## src/rtl/bram_rmw_controller.sv

```systemverilog
// Load/store front end for a byte-enable-less block RAM: partial stores become read-modify-write.
// Optional performance counters are built when BRAM_CTRL_PERF_EN is defined; otherwise they read 0.
module bram_rmw_controller #(
  parameter int DATA_WIDTH = 32,
  parameter int ADDR_WIDTH = 8
) (
  input  logic                    clock,
  input  logic                    reset,
  input  logic                    req_valid,
  output logic                    req_ready,
  input  logic                    req_write,
  input  logic [ADDR_WIDTH-1:0]   req_address,
  input  logic [DATA_WIDTH/8-1:0] req_byte_en,
  input  logic [DATA_WIDTH-1:0]   req_data,
  output logic                    resp_valid,
  output logic [DATA_WIDTH-1:0]   resp_data,
  output logic                    bram_read_enable,
  output logic [ADDR_WIDTH-1:0]   bram_read_address,
  input  logic [DATA_WIDTH-1:0]   bram_read_data,
  output logic                    bram_write_enable,
  output logic [ADDR_WIDTH-1:0]   bram_write_address,
  output logic [DATA_WIDTH-1:0]   bram_write_data,
  output logic [31:0]             read_count,
  output logic [31:0]             write_count,
  output logic [31:0]             rmw_count
);

  localparam int BYTES = DATA_WIDTH / 8;

  typedef enum logic [1:0] {
    IDLE      = 2'd0,
    LOAD_RESP = 2'd1,
    RMW_READ  = 2'd2,
    RMW_WRITE = 2'd3
  } state_t;

  state_t state, state_next;

  logic                  accept;
  logic                  full_store;
  logic                  zero_store;
  logic                  partial_store;
  logic [ADDR_WIDTH-1:0] address_p1;
  logic [DATA_WIDTH-1:0] data_p1;
  logic [BYTES-1:0]      byte_en_p1;
  logic [DATA_WIDTH-1:0] rdata_p2;

  function automatic logic [DATA_WIDTH-1:0] merge_lanes(
    input logic [DATA_WIDTH-1:0] new_word,
    input logic [DATA_WIDTH-1:0] old_word,
    input logic [BYTES-1:0]      lanes
  );
    logic [DATA_WIDTH-1:0] result;
    result = old_word;
    for (int i = 0; i < BYTES; i++) begin
      if (lanes[i]) result[8*i +: 8] = new_word[8*i +: 8];
    end
    return result;
  endfunction

  assign full_store    = &req_byte_en;
  assign zero_store    = ~|req_byte_en;
  assign partial_store = !full_store && !zero_store;

  always_ff @(posedge clock or negedge reset) begin
    if (!reset) state <= IDLE;
    else        state <= state_next;
  end

  // p1: partial-store request captured at accept
  always_ff @(posedge clock) begin
    if (accept && req_write && partial_store) begin
      address_p1 <= req_address;
      data_p1    <= req_data;
      byte_en_p1 <= req_byte_en;
    end
  end

  // p2: old word held, because the RAM zeroes readData once readEnable drops
  always_ff @(posedge clock) begin
    if (state == RMW_READ) rdata_p2 <= bram_read_data;
  end

  always_comb begin
    state_next         = state;
    req_ready          = 1'b0;
    accept             = 1'b0;
    resp_valid         = 1'b0;
    resp_data          = '0;
    bram_read_enable   = 1'b0;
    bram_read_address  = req_address;
    bram_write_enable  = 1'b0;
    bram_write_address = req_address;
    bram_write_data    = req_data;

    case (state)
      IDLE: begin
        req_ready = reset;
      end
      LOAD_RESP: begin
        req_ready  = reset;
        resp_valid = 1'b1;
        resp_data  = bram_read_data;
        state_next = IDLE;
      end
      RMW_READ: begin
        state_next = RMW_WRITE;
      end
      RMW_WRITE: begin
        bram_write_enable  = 1'b1;
        bram_write_address = address_p1;
        bram_write_data    = merge_lanes(data_p1, rdata_p2, byte_en_p1);
        state_next         = IDLE;
      end
      default: state_next = IDLE;
    endcase

    accept = req_valid && req_ready;
    if (accept) begin
      if (!req_write) begin
        bram_read_enable = 1'b1;
        state_next       = LOAD_RESP;
      end else if (full_store) begin
        bram_write_enable = 1'b1;
        state_next        = IDLE;
      end else if (partial_store) begin
        bram_read_enable = 1'b1;
        state_next       = RMW_READ;
      end else begin
        state_next = IDLE;
      end
    end
  end

`ifdef BRAM_CTRL_PERF_EN
  always_ff @(posedge clock or negedge reset) begin
    if (!reset) begin
      read_count  <= '0;
      write_count <= '0;
      rmw_count   <= '0;
    end else if (accept) begin
      if (!req_write)                 read_count  <= read_count + 32'd1;
      if (req_write && !zero_store)   write_count <= write_count + 32'd1;
      if (req_write && partial_store) rmw_count   <= rmw_count + 32'd1;
    end
  end
`else
  assign read_count  = '0;
  assign write_count = '0;
  assign rmw_count   = '0;
`endif

endmodule
```

## config.mk

```make
export PLATFORM = sky130hd
export DESIGN_NAME = bram_rmw_controller
export DESIGN_NICKNAME = d
export VERILOG_FILES = /design/src/rtl/bram_rmw_controller.sv
export SDC_FILE = /design/constraint.sdc
export NUM_CORES = 1
export LEC_CHECK = 0
export BUFFER_PORTS_ARGS = -buffer_cell sky130_fd_sc_hd__buf_2
export CORE_UTILIZATION = 40
export CTS_BUF_LIST = sky130_fd_sc_hd__clkbuf_8
export DETAILED_ROUTE_END_ITERATION = 8
export PLACE_DENSITY_LB_ADDON = 0.05
export REMOVE_ABC_BUFFERS = 1
export SLEW_MARGIN = 0
export SYNTH_ARGS = -nofsm -noshare
export SYNTH_HDL_FRONTEND = slang
export SYNTH_SLANG_ARGS = --single-unit
```

## constraint.sdc

```tcl
create_clock -name clock -period 4.1 [get_ports clock]
set_input_delay 0.205 -clock clock [delete_from_list [all_inputs] [get_ports clock]]
set_output_delay 0.205 -clock clock [all_outputs]
set_load 0.005 [all_outputs]
```

---- Word-level counts from Yosys, hierarchy flattened ----
Cells that the tools add are included.
operators by class
  equal/unequal tests ..................... 3
  mux-type cells .......................... 22
  reductions and logical operators ........ 11
operators with widths
  kind                  number
  $mux W32              2
  $mux W8               5
  $mux W1               10
  $mux W2               4
  $eq A2 B2 Y1 const B  2
  $logic_and A1 B1 Y1   4
  $pmux W2 S2           1
  $reduce_and A4 Y1     1
  $reduce_or A2 Y1      2
  $reduce_or A4 Y1      1
  $reduce_bool A3 Y1    1
  $eq A2 B1 Y1 const B  1
  $logic_not A2 Y1      1
  $logic_not A1 Y1      1
word-level totals
  register bits after elaboration ......... 78

---- Logic depth before layout (Yosys ltp) ----
Gate-level depths: netlist of run 1.
  word-level depth ........................ 7
  gate-level depth with buffers ........... 4
  gate-level depth less buffers ........... 3

---- Least setup slack after synthesis of run 1 ----
No wires, ideal clock.
  path type ............................... register -> register
  start point ............................. reg state[1]
  end point ............................... reg address_p1[0] (enable)
  cell stages (with the launch flop) ...... 4
  period minus slack after synthesis ...... 3.071 ns
  data arrival time ....................... 2.625 ns
  path slack .............................. 1.029 ns
  buffers on the path ..................... 0
  path through ............................ dfrtp_1 -> nor2b_1 -> nand3_1 -> nor2_1
on the way
  word-level cells in the longest chain between the ends .. 6
  elaborated cells between the ends (all ways) .. 7
  classes of those cells .................. 1 x eq/ne; 1 x mux; 5 x reduce/logical
ends and longest elaborated chain
  what                                              RTL line  source
  from (decl)                                       37        state_t state, state_next;
  from (signal assigned)                            67        else state <= state_next;
  $eq A2 B1 Y1 or $logic_not A2 Y1 (tied branches)  96        case (state)
  $reduce_or A2 Y1 (no source line) (*)             n/a
  $mux W1 (*)                                       96
  named net req_ready                               10        output logic req_ready,
  $logic_and A1 B1 Y1 (*)                           118       accept = req_valid && req_ready;
  $logic_and A1 B1 Y1 (*) (2 in series)             72        if (accept && req_write && partial_store) begin
  to (signal assigned)                              73        address_p1 <= req_address;
  to (decl)                                         43        logic [ADDR_WIDTH-1:0] address_p1;
The timed path passes the listed nets; every way through them passes the cells marked *.
A chain may end at the register's enable or synchronous reset.

---- Worst setup path after layout of run 1 ----
  start point ............................. reg state[1]
  end point ............................... out bram_write_address[6]
on the way
  word-level cells in the longest chain between the ends .. 2
ends and longest elaborated chain
  what          RTL line  source
  $eq A2 B2 Y1  96
  $mux W8       96
  to (decl)     21        output logic [ADDR_WIDTH-1:0] bram_write_address,
Every way passes these cells.

==> results of run 1 <==
critical path: stages, from the launching register on:
cell and delay, ns:
dfrtp_1 0.42, nand2_2 0.46, buf_4 0.45, mux2_2 0.38, buf_2 0.12
layout make-up:
cell class | instances | area (um^2)
flip-flops and latches | 78 | 2330
clock inverters | 7 | 72.6
clock buffers | 9 | 124
repair buffers | 167 | 848
fillers | 944 | 5020
multi-input cells | 246 | 1340
inverters | 1 | 3.75
well taps | 133 | 166
kinds of logic (layout without fill, tap and decap cells):
logic type,Yosys count,count (layout)
flip-flops,78,78
other,1,96
AND/OR/NAND/NOR,74,74
AO/OA/AOI/OAI,36,36
buffers and inverters,119,184
multiplexers,40,40
power groups by stage:
| stage | combinational (mW) | clock, mW | sequential [mW] |
|---|---|---|---|
| finish | 0.591 | 0.572 | 1.05 |
| global route | 0.671 | 0.627 | 1.06 |
| CTS | 0.609 | 0.599 | 1.05 |
| detailed placement | 0.605 | 0 | 1.06 |
| global placement | 0.603 | 0 | 1.06 |
| floorplan | 0.300 | 0 | 1.06 |
what timing repair did:
item,in CTS,in global routing
hold buffers,1,0
gates resized for setup,0,0
endpoints found under the hold margin,2,0
flip-flops by register name, summed over array words and instances (netlist names):
name,cells
address_p1,8
byte_en_p1,4
data_p1,32
rdata_p2,32
state,2
stage by stage:
stage	total power [mW]	std cells	hold slack [ns]	setup slack, ns
2_1_floorplan	1.36	325	-0.0906	1.03
3_3_place_gp	1.66	624	-0.00462	1.87
3_5_place_dp	1.67	624	-0.00164	1.82
4_1_cts	2.26	641	0.0189	1.64
5_1_grt	2.35	641	0.0208	1.50
6_report	2.21	641	0.0433	1.69
metal layers:
metal / share of wire (%) / GRT usage (%)
met2: 48 / 26.4
met5: 0 / 0
met1: 43 / 18.9
met4: 1.1 / 4.29
met3: 7.3 / 4.07
placed cells by master, fill, tap and decap left out, drive strengths merged, types with 2 or more instances in the layout:
cell type,synthesis,routed
buf,108,166
conb,1,96
edfxtp,76,76
nand2,35,35
o21ai,34,34
and2,32,32
mux2i,32,32
clkbuf,10,9
mux2,8,8
clkinv,0,4
dfrtp,2,2
inv,1,2
how the worst max path moves through the flow:
stage / startpoint / endpoint / slack, ns / depth (start not counted)
after CTS: state[1] / bram_write_address[6] / 1.64 / 4
after detailed placement: state[1] / address_p1[4] / 1.82 / 4
after global routing: reset / data_p1[12] / 1.50 / 6
final: state[1] / bram_write_address[6] / 1.69 / 4
after floorplan: state[1] / address_p1[0] / 1.03 / 3
after global placement: state[1] / data_p1[8] / 1.87 / 4
Yosys cell counts:
cell type  instances
conb_1             1
mux2_2             8
mux2i_1           32
clkbuf_1           6
nor2b_1            1
nand2_1           34
inv_1              1
nand3_1            1
and2b_1            1
clkbuf_2           4
edfxtp_1          76
or4_1              1
buf_4            104
buf_6              1
a21oi_1            1
nand4_1            1
nand2_2            1
and2_1            32
buf_2              3
a21boi_0           1
o21ai_0           34
nor2_1             1
dfrtp_1            2
nand2b_1           1
==> results.tsv, run 1 <==
metric	value	unit
status	finished clean	
avgSynthCellArea	12.0	um^2
synth.distinct_cells	24	
drv_slew	0	
first_global_vias	2424	
tightest_slew	0.955	ns
arrival	2.20	ns
syn_inst	348	
period_minus_slack	2.41	ns
die_height	104	um
synth_top_family_by_area	buffers and inverters	
yosys.area_share.simple	9.06	%
synth_xor_area_share	0	%
drt_wl_total	8.31	mm
synth-seq-cells	78	
num_antenna_cells	0	
core_region_area	0.00991	mm^2
maxCapViolCount	0	
ant_nets	0	
hpwl	5.97	mm
r2r-start	state[1]	
synth_top_area_share	54.9	%
portBuffers	163	
fin_area	0.00488	mm^2
rrSetupSlack	1.84	ns
clockBufferDepth	2	
setup_tns	0	ns
pwr-share-seq	47.3	%
critical_path.max_fanout	38	
grt_antenna_before_repair	0	
synthAdderAreaFrac	0	%
initial_core_util	42.0	%
clock_power_share	25.9	%
crit_path_start_kind	register	
p_int	1.54	mW
cts.clk_slew.worst_paths	0.08	ns
grt_overflow_total	0	
final_util	49.3	%
critPathKind	register to primary output	
gp_congestion	0.708	
p_leak	2.36	nW
hold_viol_final	0	
drt-wirelength-per-cell	13.0	um
slew_headroom	36.3	%
peakVddDrop	0.277	mV
clk_latency	0.34	ns
cts_tree	done	
reg2reg_depth	4	
worstHoldPathType	input port to register	
rsz0062_at_grt	no	
power_frac_comb	26.7	%
max_freq	416	MHz
crit_required	3.89	ns
place_area	0.00468	mm^2
min_to	rdata_p2[18]	
post_cts_buffers	0	
setup_violations	0	
synth_area	0.00416	mm^2
final_nets	583	
rows	36	
cts_buffers	9	
yosys_warnings	0	
ys_seq_area_share	56.1	%
cp-end-kind	primary output	
dieArea	0.0108	mm^2
rr_endpoint	data_p1[14]	
die_w	104	um
yosysTopAreaCell	edfxtp_1	
drc	0	
grt_max_degree	39	
vias	2664	
syn2layout_area_growth	17.4	%
p_sw_share	30.1	%
synth.area.mux_share	9.87	%
initialDrtViolationCount	97	
root_buffer	clkbuf_8	
grt_usage	15.3	%
synth_compound_area_share	4.39	%
p_switching	0.666	mW
power_density	452	mW/mm^2
hold_path.startpoint	bram_read_data[18]	
h-tree-depth	3	
cts_sinks	78	
fin_skew	0.00854	ns
via_per_inst	4.16	
drive_gt1_share	37.6	%
period_share	58.7	%
ys_top_cells_by_area	edfxtp_1 (55%), buf_4 (19%), mux2i_1 (7.7%)	
first_pass_iters	4	
ioPinCount	260	
grt_pass1_wl	12.8	mm
whs_path_depth	1	
Power figures use the tool's default switching activity.
==> run 2, diff against run 1 <==
Clock period 4.1 ns to 2.1 ns, I/O delays scaled along.
==> results.tsv, run 2 (synthesized netlist as in run 1, its figures left out) <==
metric	value	unit	change
portBuffers	163		unchanged
grtUsageMet1	19.3	%	+0.41 points
grt_usage	16.2	%	+0.83 points
critical_path.max_fanout	18		-53%
place_inst	631		+1.1%
top_usage_layer	met2		
ioPinCount	260		unchanged
peakVddDrop	0.389	mV	+40%
period_minus_slack	1.86	ns	
rrSetupSlack	0.47	ns	-1.37 ns
drv_slew	0		unchanged
maxCapViolCount	0		unchanged
grt_antenna_before_repair	0		unchanged
crit_path_start_kind	register		
initialDrtViolationCount	84		-13%
place_area	0.00474	mm^2	+1.4%
reg2reg_depth	4		unchanged
via_per_inst	4.05		-2.6%
crit_path_start	state[1]		
crit_required	2.00	ns	-1.89 ns
drt-wirelength-per-cell	12.2	um	-5.9%
fin_skew	0.00767	ns	-0.000877 ns
r2r-start	state[1]		
min_to	state[0]		
clk_latency	0.34	ns	about the same
grtUsageMet3	4.07	%	unchanged
ant_nets	0		unchanged
final_nets	666		+14%
first_pass_iters	4		unchanged
cp-end-kind	primary output		
final-instance-count-excl-fill	724		+13%
fin_area	0.00574	mm^2	+18%
grt_overflow_total	0		unchanged
num_antenna_cells	0		unchanged
core_region_area	0.00991	mm^2	unchanged
vias	2931		+10%
post_cts_buffers	0		unchanged
reg.largest.list	data_p1: 32 flops, rdata_p2: 32 flops, address_p1: 8 flops		
grt_pass1_wl	13.5	mm	+5.5%
power.total	4.67	mW	+110%
gp_congestion	0.737		+4.1%
die_height	104	um	unchanged
layout_common_cells	buf_2 (163), conb_1 (96), dlygate4sd3_1 (77)		
final_common_cell	buf_2		
p_int	3.39	mW	+120%
clockBufferDepth	2		unchanged
clock_power_share	27.6	%	+1.7 points
status	finished clean		
root_buffer	clkbuf_8		
die_w	104	um	unchanged
drt_wl_total	8.83	mm	+6.3%
critPathKind	register to primary output		
cts.clk_slew.worst_paths	0.07	ns	about the same
grt_max_degree	29		-26%
setup_violations	0		unchanged
fillers	859		-9.0%
period_share	88.3	%	
p_leak	2.74	nW	+16%
p_sw_share	27.3	%	-2.8 points
cts_buffers	9		unchanged
worstHoldPathType	input port to register		
syn2layout_area_growth	38.1	%	
max_freq	539	MHz	
h-tree-depth	3		unchanged
whs_path_depth	3		+2
cts_resized	0		unchanged
pwr-share-seq	43.6	%	-3.7 points
hold_path.startpoint	req_valid		
first_global_vias	2740		+13%
setup_slack	0.245	ns	-1.45 ns
use_met2	28.4	%	+2.0 points
rows	36		unchanged
cts_sinks	78		unchanged
drc	0		unchanged
dieArea	0.0108	mm^2	unchanged
p_switching	1.27	mW	+92%
initial_core_util	42.0	%	unchanged
power_density	812	mW/mm^2	+80%
rsz0062_at_grt	no		
rr_endpoint	data_p1[20]		
hold_ws	0.0628	ns	+0.0195 ns
drive_gt1_share	33.2	%	-4.4 points
hold_viol_final	0		unchanged
arrival	1.75	ns	-0.45 ns
place_ws	0.472	ns	-1.35 ns
power_frac_comb	28.7	%	+2.0 points
cts_tree	done		
hpwl	6.12	mm	+2.5%
run 2: cell types whose count changed in the layout (fill, tap and decap cells not counted):
cell and change:
dlygate4sd3_1 +76, clkinv_4 -2, clkinvlp_4 -1, bufinv_16 +2, inv_6 -1, clkinv_1 -1
inv_1 +3, buf_12 +1, buf_4 +6
run 2: how the worst max path moves through the flow:
stage	cells after the start	end
2_1_floorplan	3	address_p1[0]
3_3_place_gp	4	data_p1[16]
4_1_cts	6	bram_write_data[15]
3_5_place_dp	4	data_p1[19]
6_report	6	bram_write_data[15]
5_1_grt	6	bram_write_data[12]
run 2: stage by stage:
step / TNS [ns] / utilization, %
floorplan: -42.71 / -
global placement: 0 / 47.9
detailed placement: 0 / 47.9
CTS: 0 / 58.0
global route: 0 / 58.0
finish: 0 / 58.0
run 2: timing repair:
action	CTS	global route
hold buffers	77	0
hold endpoints to repair	78	0
setup endpoints to repair	0	0
run 2: power by group through the flow:
stage,sequential [mW],clock [mW],combinational (mW)
finish,2.04,1.29,1.34
global route,2.06,1.41,1.50
CTS,2.04,1.33,1.36
detailed placement,2.07,0,1.25
global placement,2.07,0,1.24
floorplan,2.06,0,0.586
run 2: metal layers:
layer / share of wire [%] / wire, um / vias to the layer above
met5: 0 / 0 / -
met4: 0.85 / 75 / 0
met3: 6.7 / 588 / 6
met2: 50 / 4400 / 152
met1: 43 / 3760 / 1300
li1: - / - / 1473
run 2: cell type report:
type	count	area, um^2	area share, %
clock buffer	9	124	2.16
clock inverter	7	106	1.85
inverter	1	3.75	0.0653
multi-input combinational	246	1340	23.3
sequential	78	2330	40.6
tap	133	166	2.90
timing repair buffer	250	1670	29.1
run 2: worst max-delay path, cell delays in order (launching register included):
cell and delay (ns):
dfrtp_1 0.41, nand2_2 0.31, buf_4 0.22, buf_4 0.18
nand2_1 0.07, o21ai_0 0.07, buf_2 0.14
==> run 3, diff against run 2 <==
Settings changed: ABC_AREA set to 1, SLEW_MARGIN 0 to 10.
==> results.tsv, run 3 <==
metric	value	unit	change
critical_path.max_fanout	41		+23
h-tree-depth	3		unchanged
first_global_vias	3247		+19%
first_pass_iters	5		+1
initial_core_util	41.3	%	-0.64 points
via_per_inst	4.16		+2.9%
p_int	3.23	mW	-4.7%
cpMostUsedCell	a21oi_1		
avgSynthCellArea	9.54	um^2	-20%
path_cells	nand2_2 > buf_4 > a21oi_1 > a21oi_1 > buf_2		
ant_nets	0		unchanged
synth_flop_cell	edfxtp_1		
pwr-share-seq	43.4	%	-0.2 points
place_area	0.00482	mm^2	+1.5%
final-instance-count-excl-fill	823		+14%
layout_common_cells	buf_2 (163), conb_1 (96), dlygate4sd3_1 (77)		
cts_tree	done		
rsz0062_at_grt	no		
crit_buf_inv	2		-1
dieArea	0.0111	mm^2	+2.5%
grt_pass1_wl	15.7	mm	+16%
die_height	105	um	+1.3%
crit_required	2.00	ns	about the same
die_w	105	um	+1.3%
ys_top_cells_by_area	edfxtp_1 (53%), buf_4 (18%), a21oi_1 (6.8%)		
clock_power_share	25.7	%	-1.9 points
power_frac_comb	30.9	%	+2.2 points
synth-seq-cells	78		unchanged
syn_inst	447		+28%
hold_ws	0.102	ns	+0.0396 ns
grt_overflow_total	0		unchanged
critical-path-slowest-cell	buf_4		
final_util	56.2	%	-1.8 points
p_sw_share	31.0	%	+3.7 points
period_share	87.5	%	-0.79 points
initialDrtViolationCount	111		+32%
slew_headroom	66.0	%	
fin_area	0.00580	mm^2	+0.96%
synth_edf_count	76		unchanged
fin_skew	0.00694	ns	-0.000729 ns
hold_viol_final	0		unchanged
synth.most_common_cell	buf_4		
synth.distinct_cells	18		-25%
setup_tns	0	ns	unchanged
worstHoldPathType	input port to async pin		
root_buffer	clkbuf_8		
max_freq	544	MHz	+0.90%
hpwl	6.60	mm	+8.0%
vias	3427		+17%
place_inst	730		+16%
period_minus_slack	1.84	ns	-0.0166 ns
cts.clk_slew.worst_paths	0.08	ns	about the same
slowest_delay	0.44	ns	+0.03 ns
maxCapViolCount	0		unchanged
rows	37		+2.8%
grt_max_degree	42		+45%
arrival	1.73	ns	-0.02 ns
portBuffers	163		unchanged
cts_buffers	9		unchanged
ioPinCount	260		unchanged
grt_usage	18.3	%	+2.1 points
peakVddDrop	0.522	mV	+34%
synth_top_area_share	53.5	%	-1.4 points
drt_wl_total	10.1	mm	+14%
final_nets	762		+14%
syn2layout_area_growth	35.9	%	
cp-end-kind	primary output		
p_switching	1.45	mW	+14%
ys_top_cells_by_count	buf_4 (104), edfxtp_1 (76), nor2_1 (69), nand2_1 (65), a21oi_1 (58)		
drt-wirelength-per-cell	12.2	um	+0.37%
drv_slew	0		unchanged
drc	0		unchanged
yosys_warnings	0		unchanged
cts_sinks	78		unchanged
critPathKind	register to primary output		
ys_seq_area_share	54.7	%	-1.4 points
gp_congestion	0.727		-1.3%
grt_antenna_before_repair	0		unchanged
reg.largest.list	data_p1: 32 flops, rdata_p2: 32 flops, address_p1: 8 flops		
clk_latency	0.34	ns	about the same
crit_path_start_kind	register		
crit_family	buffers and inverters		
clockBufferDepth	2		unchanged
final_common_cell	buf_2		
synthArstFlopShare	2.56	%	unchanged
drive_gt1_share	28.4	%	-4.8 points
setup_violations	0		unchanged
yosysTopAreaCell	edfxtp_1		
core_region_area	0.0103	mm^2	+4.2%
status	finished clean		
synth_area	0.00427	mm^2	+2.6%
p_leak	2.87	nW	+4.5%
num_antenna_cells	0		unchanged
post_cts_buffers	0		unchanged
power_density	808	mW/mm^2	-0.51%
tightest_slew	0.510	ns	
-- run 3: cell types whose count changed in the layout (fill, tap and decap cells not counted), moves of 2 or more --
cell / change
a21oi_2: +6
nand2_1: +31
nor2_1: +67
inv_1: +41
and2_1: -32
mux2_2: -8
mux2i_1: -32
a21oi_1: +57
buf_4: -2
o21ai_0: -32
-- run 3: kinds of logic after synthesis --
logic type / after synthesis / share of synthesized area, %
buffers and inverters: 164 / 24.6
AND/OR/NAND/NOR: 137 / 12.2
AO/OA/AOI/OAI: 67 / 8.45
other: 1 / 0.0879
flip-flops: 78 / 54.7
-- run 3: worst reg2reg max path, cell delays in order, from the launching register on --
cell	delay, ns
dfrtp_1	0.39
inv_1	0.15
nand4_1	0.22
nor2_4	0.16
buf_4	0.36
-- run 3: power groups by stage --
stage	clock network, mW	logic (mW)	registers [mW]
after global placement	0	1.34	2.07
after floorplan	0	0.639	2.06
after detailed placement	0	1.36	2.07
after global routing	1.31	1.63	2.06
final	1.20	1.45	2.04
after CTS	1.24	1.47	2.04
-- run 3: cell type report --
class,instances,area [um^2]
clock buffers,9,124
multi-input cells,300,1260
inverters,45,169
clock inverters,7,88.8
well taps,136,170
fillers,932,4520
flip-flops and latches,78,2330
repair buffers,248,1660
-- run 3: timing repair --
action | in CTS | in global routing
hold buffers | 77 | 0
resized for setup | 0 | 0
endpoints found under the hold margin | 78 | 0
-- run 3: final timing paths --
kind | endpoint | start | cells after the start | slack (ns)
max | bram_write_data[3] | state[0] | 5 | 0.26
min in group clock | state[1] | req_valid | 3 | 0.18
min reg2reg | state[1] | state[1] | 3 | 0.79
max reg2reg | data_p1[4] | state[1] | 4 | 0.47
min | state[1] | reset | 2 | 0.10
max in group asynchronous | state[0] | reset | 2 | 1.89
-- run 3: routing by layer --
layer  share of wire [%]  track usage [%]  vias to the layer above
met5                   0                0                        -
met4                0.77             4.53                        0
met3                 7.0             4.95                        6
met2                  53             34.5                      162
met1                  39             20.2                     1559
li1                    -                -                     1700
-- run 3: metrics by stage --
stage,setup slack (ns),power [mW]
2_1_floorplan,-0.830,2.70
3_3_place_gp,0.501,3.41
3_5_place_dp,0.449,3.43
4_1_cts,0.250,4.75
5_1_grt,0.123,4.99
6_report,0.262,4.69
